[config.mk]
export PLATFORM = sky130hd
export DESIGN_NAME = hist_accum_ctrl
export DESIGN_NICKNAME = d
export VERILOG_FILES = /design/src/rtl/hist_accum_ctrl.sv
export SDC_FILE = /design/constraint.sdc
export NUM_CORES = 1
export LEC_CHECK = 0
export CAP_MARGIN = 40
export CORE_UTILIZATION = 46
export CTS_CLUSTER_DIAMETER = 200
export CTS_CLUSTER_SIZE = 10
export DETAILED_ROUTE_END_ITERATION = 16
export PLACE_DENSITY = 0.91
export SLEW_MARGIN = 20
export SYNTH_ARGS = -nofsm -noshare
export SYNTH_HDL_FRONTEND = slang
export SYNTH_SLANG_ARGS = --single-unit
[constraint.sdc]
create_clock -name clk -period 5.3 [get_ports clk]
set_input_delay 0.53 -clock clk [delete_from_list [all_inputs] [get_ports clk]]
set_output_delay 0.53 -clock clk [all_outputs]
set_load 0.01 [all_outputs]
[src/rtl/hist_accum_ctrl.sv]
// ---------------------------------------------------------------------------
// hist_accum_ctrl
//
// Purpose
//   Controls a 64-word x 64-bit external register file that holds a 256-bin
//   histogram of 8-bit pixels. Each word packs four 16-bit bin counters:
//   bin b lives in word b[7:2], lane b[1:0], bits [16*lane+15:16*lane].
//   The controller can clear the whole histogram, or take in a vector of
//   eight pixels and add each pixel to its bin, one pixel per cycle.
//   Counters saturate at 0xFFFF.
//
// Ports
//   clk          in   1  system clock, rising-edge
//   rst          in   1  asynchronous active-high reset
//   clr_start    in   1  one-cycle request to clear the histogram
//   pix_valid    in   1  pixel vector offered on pix_data
//   pix_ready    out  1  pixel vector accepted this cycle (with pix_valid)
//   pix_data     in  64  eight pixels, pixel i at bits [8i+7:8i]
//   busy         out  1  controller is clearing or accumulating
//   sat_flag     out  1  sticky: some bin counter hit 0xFFFF on an update
//   pix_count    out 32  pixels accumulated since the last clear (wraps)
//   rf_we        out  1  register-file write enable
//   rf_get8      out  1  register-file GET8 select, always 0
//   rf_a1        out  6  register-file read address
//   rf_a2        out  6  register-file write address
//   rf_wd        out 64  register-file write data
//   rf_rd        in  64  register-file read data (combinational from rf_a1)
//   dbg_state_o  out  2  current FSM state (0 IDLE, 1 CLEAR, 2 ACCUM)
//
// Handshake
//   The pixel vector transfers on a rising edge where pix_valid and
//   pix_ready are both high. pix_ready is combinational: high only in IDLE
//   while clr_start is low, so a simultaneous clear request wins and the
//   vector stays with the producer. The producer must hold pix_data stable
//   while pix_valid is high and not yet accepted.
// ---------------------------------------------------------------------------
module hist_accum_ctrl (
    input  logic        clk,
    input  logic        rst,
    input  logic        clr_start,
    input  logic        pix_valid,
    output logic        pix_ready,
    input  logic [63:0] pix_data,
    output logic        busy,
    output logic        sat_flag,
    output logic [31:0] pix_count,
    output logic        rf_we,
    output logic        rf_get8,
    output logic [5:0]  rf_a1,
    output logic [5:0]  rf_a2,
    output logic [63:0] rf_wd,
    input  logic [63:0] rf_rd,
    output logic [1:0]  dbg_state_o
);

    typedef enum logic [1:0] {
        ST_IDLE  = 2'd0,
        ST_CLEAR = 2'd1,
        ST_ACCUM = 2'd2
    } state_e;

    state_e      state_q, state_d;
    logic [5:0]  clr_addr_q, clr_addr_d;
    logic [2:0]  lane_q, lane_d;
    logic [63:0] pix_q, pix_d;
    logic [31:0] pix_count_q, pix_count_d;
    logic        sat_q, sat_d;

    // -----------------------------------------------------------------------
    // Datapath for the pixel currently being accumulated
    // -----------------------------------------------------------------------
    logic [7:0]  cur_pixel;
    logic [5:0]  bin_word;
    logic [1:0]  bin_lane;
    logic [15:0] lane_val;
    logic        lane_sat;
    logic [15:0] lane_inc;
    logic [63:0] accum_wd;

    assign cur_pixel = pix_q[{lane_q, 3'b000} +: 8];
    assign bin_word  = cur_pixel[7:2];
    assign bin_lane  = cur_pixel[1:0];
    assign lane_val  = rf_rd[{bin_lane, 4'b0000} +: 16];
    assign lane_sat  = (lane_val == 16'hFFFF);
    // A full counter is held rather than wrapped.
    assign lane_inc  = lane_sat ? lane_val : (lane_val + 16'd1);

    // Read-modify-write word: only the selected lane changes. Same-bin
    // back-to-back pixels work because the register file makes the
    // previous cycle's write visible on rf_rd in the next cycle.
    always_comb begin
        accum_wd = rf_rd;
        accum_wd[{bin_lane, 4'b0000} +: 16] = lane_inc;
    end

    // -----------------------------------------------------------------------
    // State registers
    // -----------------------------------------------------------------------
    always_ff @(posedge clk or posedge rst) begin
        if (rst) begin
            state_q     <= ST_IDLE;
            clr_addr_q  <= 6'd0;
            lane_q      <= 3'd0;
            pix_q       <= 64'd0;
            pix_count_q <= 32'd0;
            sat_q       <= 1'b0;
        end else begin
            state_q     <= state_d;
            clr_addr_q  <= clr_addr_d;
            lane_q      <= lane_d;
            pix_q       <= pix_d;
            pix_count_q <= pix_count_d;
            sat_q       <= sat_d;
        end
    end

    // -----------------------------------------------------------------------
    // Next state and outputs
    // -----------------------------------------------------------------------
    always_comb begin
        state_d     = state_q;
        clr_addr_d  = clr_addr_q;
        lane_d      = lane_q;
        pix_d       = pix_q;
        pix_count_d = pix_count_q;
        sat_d       = sat_q;
        pix_ready   = 1'b0;
        busy        = 1'b0;
        rf_we       = 1'b0;
        rf_a1       = 6'd0;
        rf_a2       = 6'd0;
        rf_wd       = 64'd0;

        case (state_q)
            ST_IDLE: begin
                pix_ready = ~clr_start;
                if (clr_start) begin
                    // Clear wins over a simultaneously offered vector.
                    state_d     = ST_CLEAR;
                    clr_addr_d  = 6'd0;
                    pix_count_d = 32'd0;
                    sat_d       = 1'b0;
                end else if (pix_valid) begin
                    state_d = ST_ACCUM;
                    pix_d   = pix_data;
                    lane_d  = 3'd0;
                end
            end

            ST_CLEAR: begin
                // clr_start is deliberately not looked at here.
                busy  = 1'b1;
                rf_we = 1'b1;
                rf_a2 = clr_addr_q;
                rf_wd = 64'd0;
                if (clr_addr_q == 6'd63) begin
                    state_d    = ST_IDLE;
                    clr_addr_d = 6'd0;
                end else begin
                    clr_addr_d = clr_addr_q + 6'd1;
                end
            end

            ST_ACCUM: begin
                busy        = 1'b1;
                rf_we       = 1'b1;
                rf_a1       = bin_word;
                rf_a2       = bin_word;
                rf_wd       = accum_wd;
                pix_count_d = pix_count_q + 32'd1;
                if (lane_sat) begin
                    sat_d = 1'b1;
                end
                if (lane_q == 3'd7) begin
                    state_d = ST_IDLE;
                    lane_d  = 3'd0;
                end else begin
                    lane_d = lane_q + 3'd1;
                end
            end

            default: begin
                state_d = ST_IDLE;
            end
        endcase
    end

    assign sat_flag    = sat_q;
    assign pix_count   = pix_count_q;
    assign rf_get8     = 1'b0;
    assign dbg_state_o = state_q;

endmodule

==> impl_metrics.py <==
metrics = {
    "status": {
        "status": "finished clean",
    },
    "detailed_routing": {
        "first_iter_violations": 329,
        "via_count": 6371,
        "top_layer": "met4",
        "firstDrtPassIters": 5,
        "met1Wirelength_um": 8298,
        "ant_nets": 0,
        "drt_wl_total_um": 21280,
        "wl_met2_um": 11090,
        "drc_errors": 0,
        "viasPerCell": 5.709,
        "wl_met3_um": 1267,
        "avgRoutedWirePerCell_um": 19.07,
    },
    "final_layout": {
        "nFillCells": 1058,
        "nets": 1072,
        "syn2layout_area_growth_pct": 45.06,
        "stdcell_area_um2": 10040,
        "final_cell_mix": "245 x clkdlybuf4s50_1, 108 x dfrtp_1, 77 x nand2_1",
        "final_common_cell": "clkdlybuf4s50_1",
        "diodes": 0,
        "final_util": 0.6881,
        "drive_gt1_frac": 0.1545,
    },
    "clocking": {
        "cts-root-buf": "clkbuf_16",
        "cts_max_level": 3,
        "clock_sinks": 108,
        "cts_made_buffers": 9,
        "clockBufferDepth": 2,
        "clock_latency_ns": 0.34,
        "clkSlewWorstSetupHoldPaths_ns": 0.08,
        "cts_setup_buffers": 0,
        "ctsResizeCount": 0,
        "tritoncts": "built",
        "cts_hold_buf": 0,
    },
    "floorplan": {
        "rows": 44,
        "dieWidth_um": 124.7,
        "fp.dieH_um": 124.7,
        "coreArea_um2": 14590,
        "die_area_um2": 15540,
        "initial_core_util": 0.4744,
        "ioPinCount": 247,
    },
    "flow_run": {
        "max-cap-violations": 0,
    },
    "sta": {
        "tightest_slew_ns": 0.6696,
        "post-route-period-util": 0.9482,
        "fin_setup_tns_ns": 0,
        "setup_ws_ns": 0.2746,
        "rsz0062_at_grt": "no",
        "fmax_ghz": 0.1990,
        "drv_slew": 0,
        "maxSlewHeadroom": 0.5504,
        "finalHoldViolations": 0,
        "min_period_ns": 5.025,
        "clock_skew_ns": 0.01045,
        "setup_violations": 0,
    },
    "critical_path": {
        "arrival_ns": 4.50,
        "cp.required_ns": 4.77,
        "worstSetupPathType": "reg2out",
        "worstRegToRegCells": 12,
        "worst_setup_path_end_kind": "output port",
        "reg2reg_to": "pix_count[31]",
        "r2r-start": "dbg_state_o[0]",
        "r2r_setup_slack_ns": 1.74,
        "cp-start-kind": "flop",
        "path_max_fanout": 10,
    },
    "global_route": {
        "overflow": 0,
        "grt_pass1_wl_um": 33930,
        "grt_pass1_vias": 6378,
        "antenna_found_initial": 0,
        "grt_usage": 0.2755,
        "grt_max_degree": 69,
    },
    "synth": {
        "ys.flop_type": "dfrtp_1",
        "synth_seq_area_share": 0.3905,
        "synth-seq-cells": 108,
        "synth_edf_count": 0,
        "yosysUniqueCellTypes": 51,
        "syn_avg_cell_area_um2": 10.18,
        "syn-cell-area_um2": 6920,
        "synthCells": 680,
        "async_reset_ff_frac": 1.000,
        "yosys_warnings": 0,
        "syn-num-nets": 825,
    },
    "hold_path": {
        "min_path_type": "in2async",
    },
    "power": {
        "p_leak_uw": 0.004112,
        "peakVddDrop_uv": 315.4,
        "finalPower_uw": 5431,
        "p_per_area_nw_per_um2": 541.1,
    },
    "placement": {
        "port_buffers": 245,
        "placed_cell_area_um2": 9604,
        "place_congestion": 0.9899,
        "pre_cts_ws_ns": 0.4247,
        "dp_hpwl_um": 16170,
    },
}
## report_power, final
| group | leakage (uW) | switching (uW) | internal (uW) | total, uW |
|---|---|---|---|---|
| Clock | 0.000157 | 324 | 380 | 703 |
| Combinational | 0.00259 | 1710 | 1730 | 3450 |
| Sequential | 0.00136 | 179 | 1100 | 1280 |
| Total | 0.00411 | 2220 | 3210 | 5430 |
## flip-flops by register name, indices dropped and copies added (netlist names)
name         flops
pix_q           64
pix_count       32
clr_addr_q       6
lane_q           3
dbg_state_o      2
sat_flag         1
## worst max-delay path, stage by stage (launching register included)
cell             delay [ns]
dfrtp_1                0.50
mux4_2                 0.57
mux2i_4                0.18
buf_12                 0.16
buf_12                 0.14
mux2i_1                0.08
mux2i_1                0.36
nand4_2                0.31
nor4_4                 0.44
buf_4                  0.25
xnor2_1                0.34
a22o_1                 0.25
clkdlybuf4s50_1        0.57
## worst max path at each step
stage,startpoint,end,depth (start not counted)
2_1_floorplan,lane_q[1],rf_wd[17],12
3_3_place_gp,lane_q[1],rf_wd[48],11
3_5_place_dp,lane_q[1],rf_wd[48],11
4_1_cts,lane_q[1],rf_wd[48],11
5_1_grt,lane_q[1],rf_wd[48],12
6_report,lane_q[1],rf_wd[48],12
## kinds of logic after synthesis
logic type      share of synthesized area
compound gates                     0.1121
xor+xnor                          0.03544
fa+ha+maj                         0.02350
buf+inv                           0.03742
flops                              0.3905
mux                                0.2511
other cells                     0.0005419
simple gates                       0.1493
## synth_stat cells, drive strengths merged, types with 2 or more instances
master  count  area, um^2
clkbuf     25       93.84
and2       10       62.56
o31ai       2       15.01
nand3      21       105.1
nand2b      4       25.02
or2         4       25.02
xnor2      12       105.1
a32o        8       80.08
mux2i      58       608.1
nand4       6       43.79
or3        10       62.56
nor4        2       27.53
o21ai      68       340.3
buf        13       112.6
inv        14       52.55
dfrtp     108        2703
a22o       16       140.1
mux2       68       769.5
a21boi      4       30.03
o22ai       2       12.51
ha         13       162.7
and3        7       43.79
a21o        2       15.01
nand2      78       292.8
o211ai      2       15.01
o21a        6       45.04
xor2       16       140.1
a21oi      13       65.06
nor2       41       153.9
nand3b      3       22.52
mux4       16       360.4
nor2b      13       81.33
nor3        6       30.03
nor3b       2       15.01
## through the flow
step | cells | hold slack [ns]
2_1_floorplan | 680 | 0.4739
3_3_place_gp | 1091 | 0.4834
3_5_place_dp | 1092 | 0.4914
4_1_cts | 1108 | 0.5090
5_1_grt | 1116 | 0.4655
6_report | 1116 | 0.4567
## per-layer routing
layer | vias to the layer above | track usage
met3 | 42 | 0.04381
met2 | 303 | 0.4930
li1 | 2938 | -
met5 | - | 0
met4 | 0 | 0.1013
met1 | 3088 | 0.3318
## area by class of cell
type | count | area [um^2] | share of cell area
Clock buffer | 9 | 225.2 | 0.02244
Clock inverter | 7 | 96.34 | 0.009597
Inverter | 14 | 55.05 | 0.005484
Multi-Input combinational cell | 520 | 3974 | 0.3959
Sequential cell | 108 | 2703 | 0.2692
Tap cell | 184 | 230.2 | 0.02293
Timing Repair Buffer | 274 | 2755 | 0.2745
(Power assumes the default switching activity.)
